### src/rtl/pipe_pkg.sv
// Shared encodings and constants for the MIPS fetch stage.
package pipe_pkg;

  typedef enum logic [1:0] {
    PCSRC_SEQ = 2'b00,
    PCSRC_BR  = 2'b01,
    PCSRC_JR  = 2'b10,
    PCSRC_J   = 2'b11
  } pcsrc_e;

  localparam logic [31:0] NOP      = 32'h0000_0000;
  localparam logic [31:0] RESET_PC = 32'h0000_0000;

endpackage

### src/rtl/pipe_npc_mux.sv
// Next-PC select: decode redirect target, overridden by a latched pending redirect.
module pipe_npc_mux
  import pipe_pkg::*;
(
  input  logic [31:0] pc4_i,
  input  logic [31:0] bpc_i,
  input  logic [31:0] rpc_i,
  input  logic [31:0] jpc_i,
  input  logic [1:0]  pcsource_i,
  input  logic        pend_valid_i,
  input  logic [31:0] pend_pc_i,
  output logic [31:0] tgt_o,
  output logic [31:0] npc_o
);

  always_comb begin
    tgt_o = pc4_i;
    case (pcsrc_e'(pcsource_i))
      PCSRC_SEQ: tgt_o = pc4_i;
      PCSRC_BR:  tgt_o = bpc_i;
      PCSRC_JR:  tgt_o = rpc_i;
      PCSRC_J:   tgt_o = jpc_i;
      default:   tgt_o = pc4_i;
    endcase
  end

  assign npc_o = pend_valid_i ? pend_pc_i : tgt_o;

endmodule

### src/rtl/pipe_fetch.sv
// Instruction fetch plus IF/ID register; delayed branches, multi-cycle imem handshake,
// and a pending-redirect latch so a branch target survives an imem wait.
module pipe_fetch
  import pipe_pkg::*;
#(
  parameter logic [31:0] RESET_PC_P = RESET_PC,
  parameter logic [31:0] NOP_P      = NOP
) (
  input  logic        clock,
  input  logic        resetn,
  input  logic [31:0] bpc,
  input  logic [31:0] jpc,
  input  logic [31:0] rpc,
  input  logic [1:0]  pcsource,
  input  logic        wpcir,
  input  logic        imem_rdy,
  input  logic [31:0] imem_rdata,
  output logic [31:0] imem_addr,
  output logic        imem_req,
  output logic [31:0] pc,
  output logic [31:0] dpc4,
  output logic [31:0] inst,
  output logic        dvalid
);

  logic [31:0] pc_q, pc_d;
  logic [31:0] dpc4_q, dpc4_d;
  logic [31:0] inst_q, inst_d;
  logic        dvalid_q, dvalid_d;
  logic        pend_valid_q, pend_valid_d;
  logic [31:0] pend_pc_q, pend_pc_d;
  logic [31:0] pc4, tgt, npc;

  assign pc4 = pc_q + 32'd4;

  pipe_npc_mux u_npc_mux (
    .pc4_i        (pc4),
    .bpc_i        (bpc),
    .rpc_i        (rpc),
    .jpc_i        (jpc),
    .pcsource_i   (pcsource),
    .pend_valid_i (pend_valid_q),
    .pend_pc_i    (pend_pc_q),
    .tgt_o        (tgt),
    .npc_o        (npc)
  );

  always_comb begin
    pc_d         = pc_q;
    dpc4_d       = dpc4_q;
    inst_d       = inst_q;
    dvalid_d     = dvalid_q;
    pend_valid_d = pend_valid_q;
    pend_pc_d    = pend_pc_q;
    if (wpcir) begin
      if (imem_rdy) begin
        pc_d         = npc;
        dpc4_d       = pc4;
        inst_d       = imem_rdata;
        dvalid_d     = 1'b1;
        pend_valid_d = 1'b0;
      end else begin
        inst_d   = NOP_P;
        dvalid_d = 1'b0;
        // Once a redirect is latched, decode holds a bubble so pcsource is stale.
        if (!pend_valid_q && (pcsrc_e'(pcsource) != PCSRC_SEQ)) begin
          pend_pc_d    = tgt;
          pend_valid_d = 1'b1;
        end
      end
    end
  end

  always_ff @(posedge clock or negedge resetn) begin
    if (!resetn) begin
      pc_q         <= RESET_PC_P;
      dpc4_q       <= 32'h0;
      inst_q       <= NOP_P;
      dvalid_q     <= 1'b0;
      pend_valid_q <= 1'b0;
      pend_pc_q    <= 32'h0;
    end else begin
      pc_q         <= pc_d;
      dpc4_q       <= dpc4_d;
      inst_q       <= inst_d;
      dvalid_q     <= dvalid_d;
      pend_valid_q <= pend_valid_d;
      pend_pc_q    <= pend_pc_d;
    end
  end

  assign imem_req  = resetn;
  assign imem_addr = pc_q;
  assign pc        = pc_q;
  assign dpc4      = dpc4_q;
  assign inst      = inst_q;
  assign dvalid    = dvalid_q;

endmodule

### config.mk
export PLATFORM = sky130hd
export DESIGN_NAME = pipe_fetch
export DESIGN_NICKNAME = d
export VERILOG_FILES = /design/src/rtl/pipe_pkg.sv /design/src/rtl/pipe_npc_mux.sv /design/src/rtl/pipe_fetch.sv
export SDC_FILE = /design/constraint.sdc
export NUM_CORES = 1
export LEC_CHECK = 0
export CAP_MARGIN = 20
export CORE_MARGIN = 10
export CORE_UTILIZATION = 37
export DETAILED_ROUTE_END_ITERATION = 8
export PLACE_DENSITY_LB_ADDON = 0.25
export SLEW_MARGIN = 30
export SYNTH_ARGS = -nofsm -noshare
export SYNTH_HDL_FRONTEND = slang
export SYNTH_SLANG_ARGS = --single-unit
### constraint.sdc
create_clock -name clock -period 2.45 [get_ports clock]
set_clock_uncertainty 0.1 [all_clocks]
set_input_delay 0.49 -clock clock [delete_from_list [all_inputs] [get_ports clock]]
set_output_delay 0.49 -clock clock [all_outputs]
set_load 0.01 [all_outputs]
==> results.cfg, run 1 <==
[status]
outcome = finished clean

[floorplan]
io_pins = 264
initial_core_util_pct = 37.8
coreArea_um2 = 18800
die_area_um2 = 25200
fp.dieW_um = 159
rows = 50
die-height_um = 159

[timing]
setup_viol = 0
rsz0062_at_grt = no
timing.fmax_ghz = 0.447
fin_crit_sh_pct = 91.4
relSlewSlack_pct = 52.5
maxSlewViolCount = 0
tns_ns = 0
hold_violations = 0
tightest_slew_ns = 0.713
period_minus_slack_ns = 2.24

[setup_path]
critical_path.startpoint = imem_addr[22]
crit_cells = 1
critPathBufInv = 1
cp_slowest_stage_delay_ns = 0.63
crit_fanout = 10
r2r_end = imem_addr[22]
cp-endpoint = imem_addr[22]
cp.required_ns = 1.86
critPathCaptureType = output port
crit_arrival_ns = 1.65
cp_slowest_cell = clkdlybuf4s50_1
r2r_slack_ns = 0.30
rr_startpoint = imem_addr[3]
path_class = reg2out
crit_path_cell_trace = clkdlybuf4s50_1
critPathLaunchType = flop
r2r_cells = 6
cp_top_family = buffers and inverters

[synthesis]
synth_cell_type_count = 58
syn_inst = 779
synth.avg_cell_area_um2 = 9.13
async_flop_share_pct = 100
synth_nets = 914
synth_edf_count = 0
syn-cell-area_um2 = 7110
yosysWarnings = 0
ys_ff_latch = 130
ys_seq_area_share_pct = 45.7
synth_ff_type = dfrtp_1

[worst_hold_path]
hold_path_class = in2async

[placement]
port_buffers = 263
hpwlAfterDp_um = 19200
place_area_um2 = 10000
place.gp.congestion = 0.862

[power_and_ir_drop]
seqPwrFrac_pct = 36.7
pwr-share-comb_pct = 32.5
p_int_uw = 5630
p_sw_uw = 2560
swShare_pct = 31.3
ir_drop_uv = 543
leakagePower_uw = 0.00445
powerDensity_nw_per_um2 = 774
clkPwrFrac_pct = 30.8

[final_layout]
fillers = 1712
area_growth_syn_to_layout_pct = 48.8
multi_input_area_um2 = 3210
fin_area_um2 = 10600
drive_above_1_share_pct = 12.3
diodes = 0
seq_area_um2 = 3250
final_nets = 1152

[grt]
grt_max_degree = 131
grt_pass1_vias = 6623
antenna_found_initial = 0
grt_usage_pct = 19.9
overflow = 0
grt_pass1_wl_um = 38500

[clock_tree]
worst_setup_hold_path_clk_slew_ns = 0.06
cts_tree = done
cts_buffer_depth = 2
clock-sinks = 130
cts_root_buf = clkbuf_16
post_cts_buffers = 0
cts_buffers = 17
clk_latency_ns = 0.42
cts_htree_levels = 4
cts_resized = 0
cts_hold_buf = 0

[routing]
avgViaCountPerCell = 5.11
vias = 6587
dr.pass1.iters = 5
wl_per_cell_um = 19.6
drt_iter0_drc = 522
antenna_left = 0
routed_wl_um = 25200
drc = 0

[flow_run]
drv_cap = 0
==> through the flow <==
stage	total power, uW	std cells	setup slack (ns)	utilization [%]	hold WS, ns
3_5_place_dp	5720	1258	0.140	53.1	0.362
4_1_cts	8250	1289	0.213	56.2	0.152
6_report	8190	1289	0.211	56.2	0.101
2_1_floorplan	4270	779	0.299	-	0.0944
5_1_grt	8640	1289	0.104	56.2	0.145
3_3_place_gp	5680	1258	0.167	53.1	0.354
==> final cells by class <==
type                    instances  share of cell area (%)
clock inverters                10                    1.03
well taps                     260                    3.07
multi-input cells             514                    30.3
repair buffers                315                    29.0
inverters                      39                    1.38
flip-flops and latches        130                    30.7
clock buffers                  21                    4.44
==> power groups by stage <==
stage	clock network [uW]	registers, uW	logic (uW)
finish	2520	3000	2660
floorplan	0	3080	1190
global placement	0	3010	2660
global route	2660	3080	2900
CTS	2550	3000	2700
detailed placement	0	3030	2690
==> layer usage <==
| layer | track usage, % | up-vias | wire length [um] |
|---|---|---|---|
| li1 | - | 3163 | - |
| met3 | 5.18 | 27 | 1980 |
| met1 | 24.7 | 3161 | 10000 |
| met5 | 0 | - | 0 |
| met4 | 5.29 | 0 | 418 |
| met2 | 33.6 | 236 | 12800 |
==> cells by family after synthesis <==
logic type / Yosys count / synth area share (%)
adders and majority gates: 1 / 0.176
xor gates and xnor gates: 25 / 3.08
muxes: 48 / 8.88
DFF: 130 / 45.7
buffers and inverters: 135 / 9.32
AOI/OAI and AO/OA: 189 / 15.6
and+or+nand+nor: 251 / 17.2
==> cells in the mapped netlist, types with 4 or more instances <==
master | instances | area share [%]
buf_1 | 6 | 0.32
inv_1 | 39 | 2.1
mux4_2 | 10 | 3.2
buf_4 | 35 | 3.7
and4_1 | 4 | 0.49
nor2_1 | 24 | 1.3
xnor2_1 | 13 | 1.6
nand4_1 | 8 | 0.70
nand3_1 | 47 | 3.3
a211oi_1 | 6 | 0.63
nor3_1 | 9 | 0.63
buf_2 | 13 | 0.91
xor2_1 | 12 | 1.5
mux2i_1 | 17 | 2.4
dfrtp_1 | 130 | 46
nand2_1 | 105 | 5.5
a31oi_1 | 6 | 0.53
clkbuf_1 | 40 | 2.1
a22oi_1 | 12 | 1.3
a211o_1 | 4 | 0.49
o21ai_0 | 116 | 8.2
and2_1 | 6 | 0.53
a21oi_1 | 18 | 1.3
or3_1 | 11 | 0.97
mux2_2 | 21 | 3.3
and3_1 | 12 | 1.1
nor4_1 | 6 | 0.53
nand2b_1 | 5 | 0.44
==> sequential cells by signal, indices dropped and copies added (netlist names) <==
signal        cells
dpc4             32
imem_addr        32
inst             32
pend_pc_q        32
dvalid            1
pend_valid_q      1
==> worst min path at each step <==
| stage | from | to | cells after the start |
|---|---|---|---|
| floorplan | resetn | dpc4[0] | 0 |
| global placement | pend_pc_q[28] | pend_pc_q[28] | 2 |
| detailed placement | dpc4[0] | dpc4[0] | 2 |
| CTS | resetn | inst[6] | 2 |
| global route | resetn | inst[1] | 2 |
| finish | resetn | inst[9] | 2 |
==> layout by cell type, fill, tap and decap left out, types with 4 or more instances in the layout <==
| master | netlist | routed |
|---|---|---|
| xnor2_1 | 13 | 13 |
| a211oi_1 | 6 | 6 |
| and4_1 | 4 | 4 |
| nand2b_1 | 5 | 5 |
| nor3_1 | 9 | 9 |
| inv_1 | 39 | 39 |
| and2_1 | 6 | 6 |
| mux4_2 | 10 | 10 |
| mux2_2 | 21 | 21 |
| a31oi_1 | 6 | 6 |
| buf_4 | 35 | 47 |
| clkinv_2 | 0 | 5 |
| dfrtp_1 | 130 | 130 |
| mux2i_1 | 17 | 17 |
| buf_12 | 0 | 5 |
| xor2_1 | 12 | 12 |
| and3_1 | 12 | 12 |
| nor2_1 | 24 | 24 |
| nand4_1 | 8 | 8 |
| nor4_1 | 6 | 6 |
| o21ai_0 | 116 | 116 |
| clkdlybuf4s50_1 | 0 | 259 |
| a22oi_1 | 12 | 12 |
| or3_1 | 11 | 11 |
| nand2_1 | 105 | 104 |
| a211o_1 | 4 | 4 |
| a21oi_1 | 18 | 18 |
| clkbuf_16 | 0 | 17 |
| nand3_1 | 47 | 46 |
Note: power is estimated with default switching activity, not from simulation.
==> run 2, diff against run 1 <==
--- a/config.mk
+++ b/config.mk
@@ -6,6 +6,7 @@
 export NUM_CORES = 1
 export LEC_CHECK = 0
 export CAP_MARGIN = 20
+export CORE_ASPECT_RATIO = 0.75
 export CORE_MARGIN = 10
 export CORE_UTILIZATION = 37
 export DETAILED_ROUTE_END_ITERATION = 8
==> run 2 against run 1 <==
Critical path depth is the same. Register-to-register slack got worse by 0.04 ns. Largest cell class unchanged. Die area grew 0.23%. The flow now finishes with violations (hold timing). Largest power group unchanged. Sequential cell count unchanged. Sequential power about the same. Combinational power about the same. Count of clock-buffer cells in the layout is 2 lower.
==> results.cfg, run 2 (same netlist as run 1, synthesis figures left out) <==
[clock_tree]
clock-sinks = 130
cts_htree_levels = 4
cts_root_buf = clkbuf_16
cts_hold_buf = 0
cts_tree = done
worst_setup_hold_path_clk_slew_ns = 0.06
cts_resized = 0
cts_buffers = 17
clk_latency_ns = 0.43
post_cts_buffers = 0
cts_buffer_depth = 2

[timing]
setup_viol = 0
fin_crit_sh_pct = 90.6
rsz0062_at_grt = no
timing.fmax_ghz = 0.450
relSlewSlack_pct = 48.1
hold-worst-slack_ns = -0.00635
hold_violations = 1
period_minus_slack_ns = 2.22
tns_ns = 0
tightest_slew_ns = 0.779
maxSlewViolCount = 0

[setup_path]
critPathCaptureType = output port
critPathLaunchType = flop
crit_arrival_ns = 1.63
crit_fanout = 10
crit_path_cell_trace = clkdlybuf4s50_1
path_class = reg2out
cp_top_family = buffers and inverters
cp_slowest_cell = clkdlybuf4s50_1
cp.required_ns = 1.86
rr_startpoint = imem_addr[7]
r2r_slack_ns = 0.26
cp_slowest_stage_delay_ns = 0.63
critical_path.startpoint = imem_addr[22]
critPathBufInv = 1

[final_layout]
fillers = 1660
seq_area_um2 = 3250
diodes = 0
final_nets = 1145
fin_util_pct = 56.8
drive_above_1_share_pct = 11.9
multi_input_area_um2 = 3210
area_growth_syn_to_layout_pct = 49.0
layout_common_cells = clkdlybuf4s50_1, dfrtp_1, o21ai_0
stdcell_count = 1270
final_common_cell = clkdlybuf4s50_1

[worst_hold_path]
hold_path_class = in2async

[routing]
antenna_left = 0
avgViaCountPerCell = 5.16
vias = 6557
drc = 0
drt_iter0_drc = 571
routed_wl_um = 24900
dr.pass1.iters = 5
wl_per_cell_um = 19.6

[floorplan]
coreArea_um2 = 18700
rows = 43
die_area_um2 = 25200
die-height_um = 140
initial_core_util_pct = 38.1
fp.dieW_um = 180
io_pins = 264

[placement]
place.gp.congestion = 0.870
hpwlAfterDp_um = 18400
placedCellCount = 1238
port_buffers = 263

[power_and_ir_drop]
leakagePower_uw = 0.00445
powerDensity_nw_per_um2 = 804
ir_drop_uv = 418

[grt]
antenna_found_initial = 0
grt_pass1_vias = 6567
grt_usage_pct = 19.3
grt_max_degree = 131
grt_pass1_wl_um = 38700
overflow = 0

[status]
outcome = finished, violations left
violations = hold timing

[flow_run]
drv_cap = 0
[run 2: changes by cell type in the layout (fill, tap and decap cells not counted)]
cell / delta
clkbuf_8: -1
buf_4: -7
clkinv_2: -3
clkbuf_1: -1
clkinvlp_4: +2
bufinv_16: +3
clkinv_4: +1
[run 2: through the flow]
stage	hold WS [ns]	setup WS, ns	cell area [um^2]	power [uW]
finish	-0.00635	0.229	10600	8520
floorplan	0.0944	0.299	7110	4270
detailed placement	0.365	0.223	9940	5710
global placement	0.356	0.255	9940	5660
global route	0.135	0.118	10600	8970
CTS	0.103	0.230	10600	8590
[run 2: where the power goes]
part / internal [uW] / total, uW / switching [uW]
registers: 2600 / 3010 / 413
clock network: 1860 / 2860 / 1000
logic: 1450 / 2650 / 1200
total: 5910 / 8520 / 2620
[run 2: layout make-up]
type | instances | share of cell area [%]
inverter | 39 | 1.38
timing repair buffer | 308 | 28.5
clock buffer | 19 | 4.27
sequential | 130 | 30.7
clock inverter | 13 | 1.96
tap | 247 | 2.92
multi-input combinational | 514 | 30.3
[run 2: routing by layer]
| layer | track usage [%] | vias up | wire length, um |
|---|---|---|---|
| met3 | 6.07 | 21 | 2150 |
| met1 | 25.4 | 3108 | 11000 |
| li1 | - | 3160 | - |
| met2 | 29.9 | 268 | 11500 |
| met5 | 0 | - | 0 |
| met4 | 5.21 | 0 | 301 |
[run 2: worst paths after layout]
check / to / depth (start not counted)
min in group clock: inst[16] / 2
min reg2reg: dpc4[8] / 2
min: inst[24] / 2
max in group asynchronous: dpc4[6] / 2
max: pc[22] / 1
max reg2reg: imem_addr[25] / 5
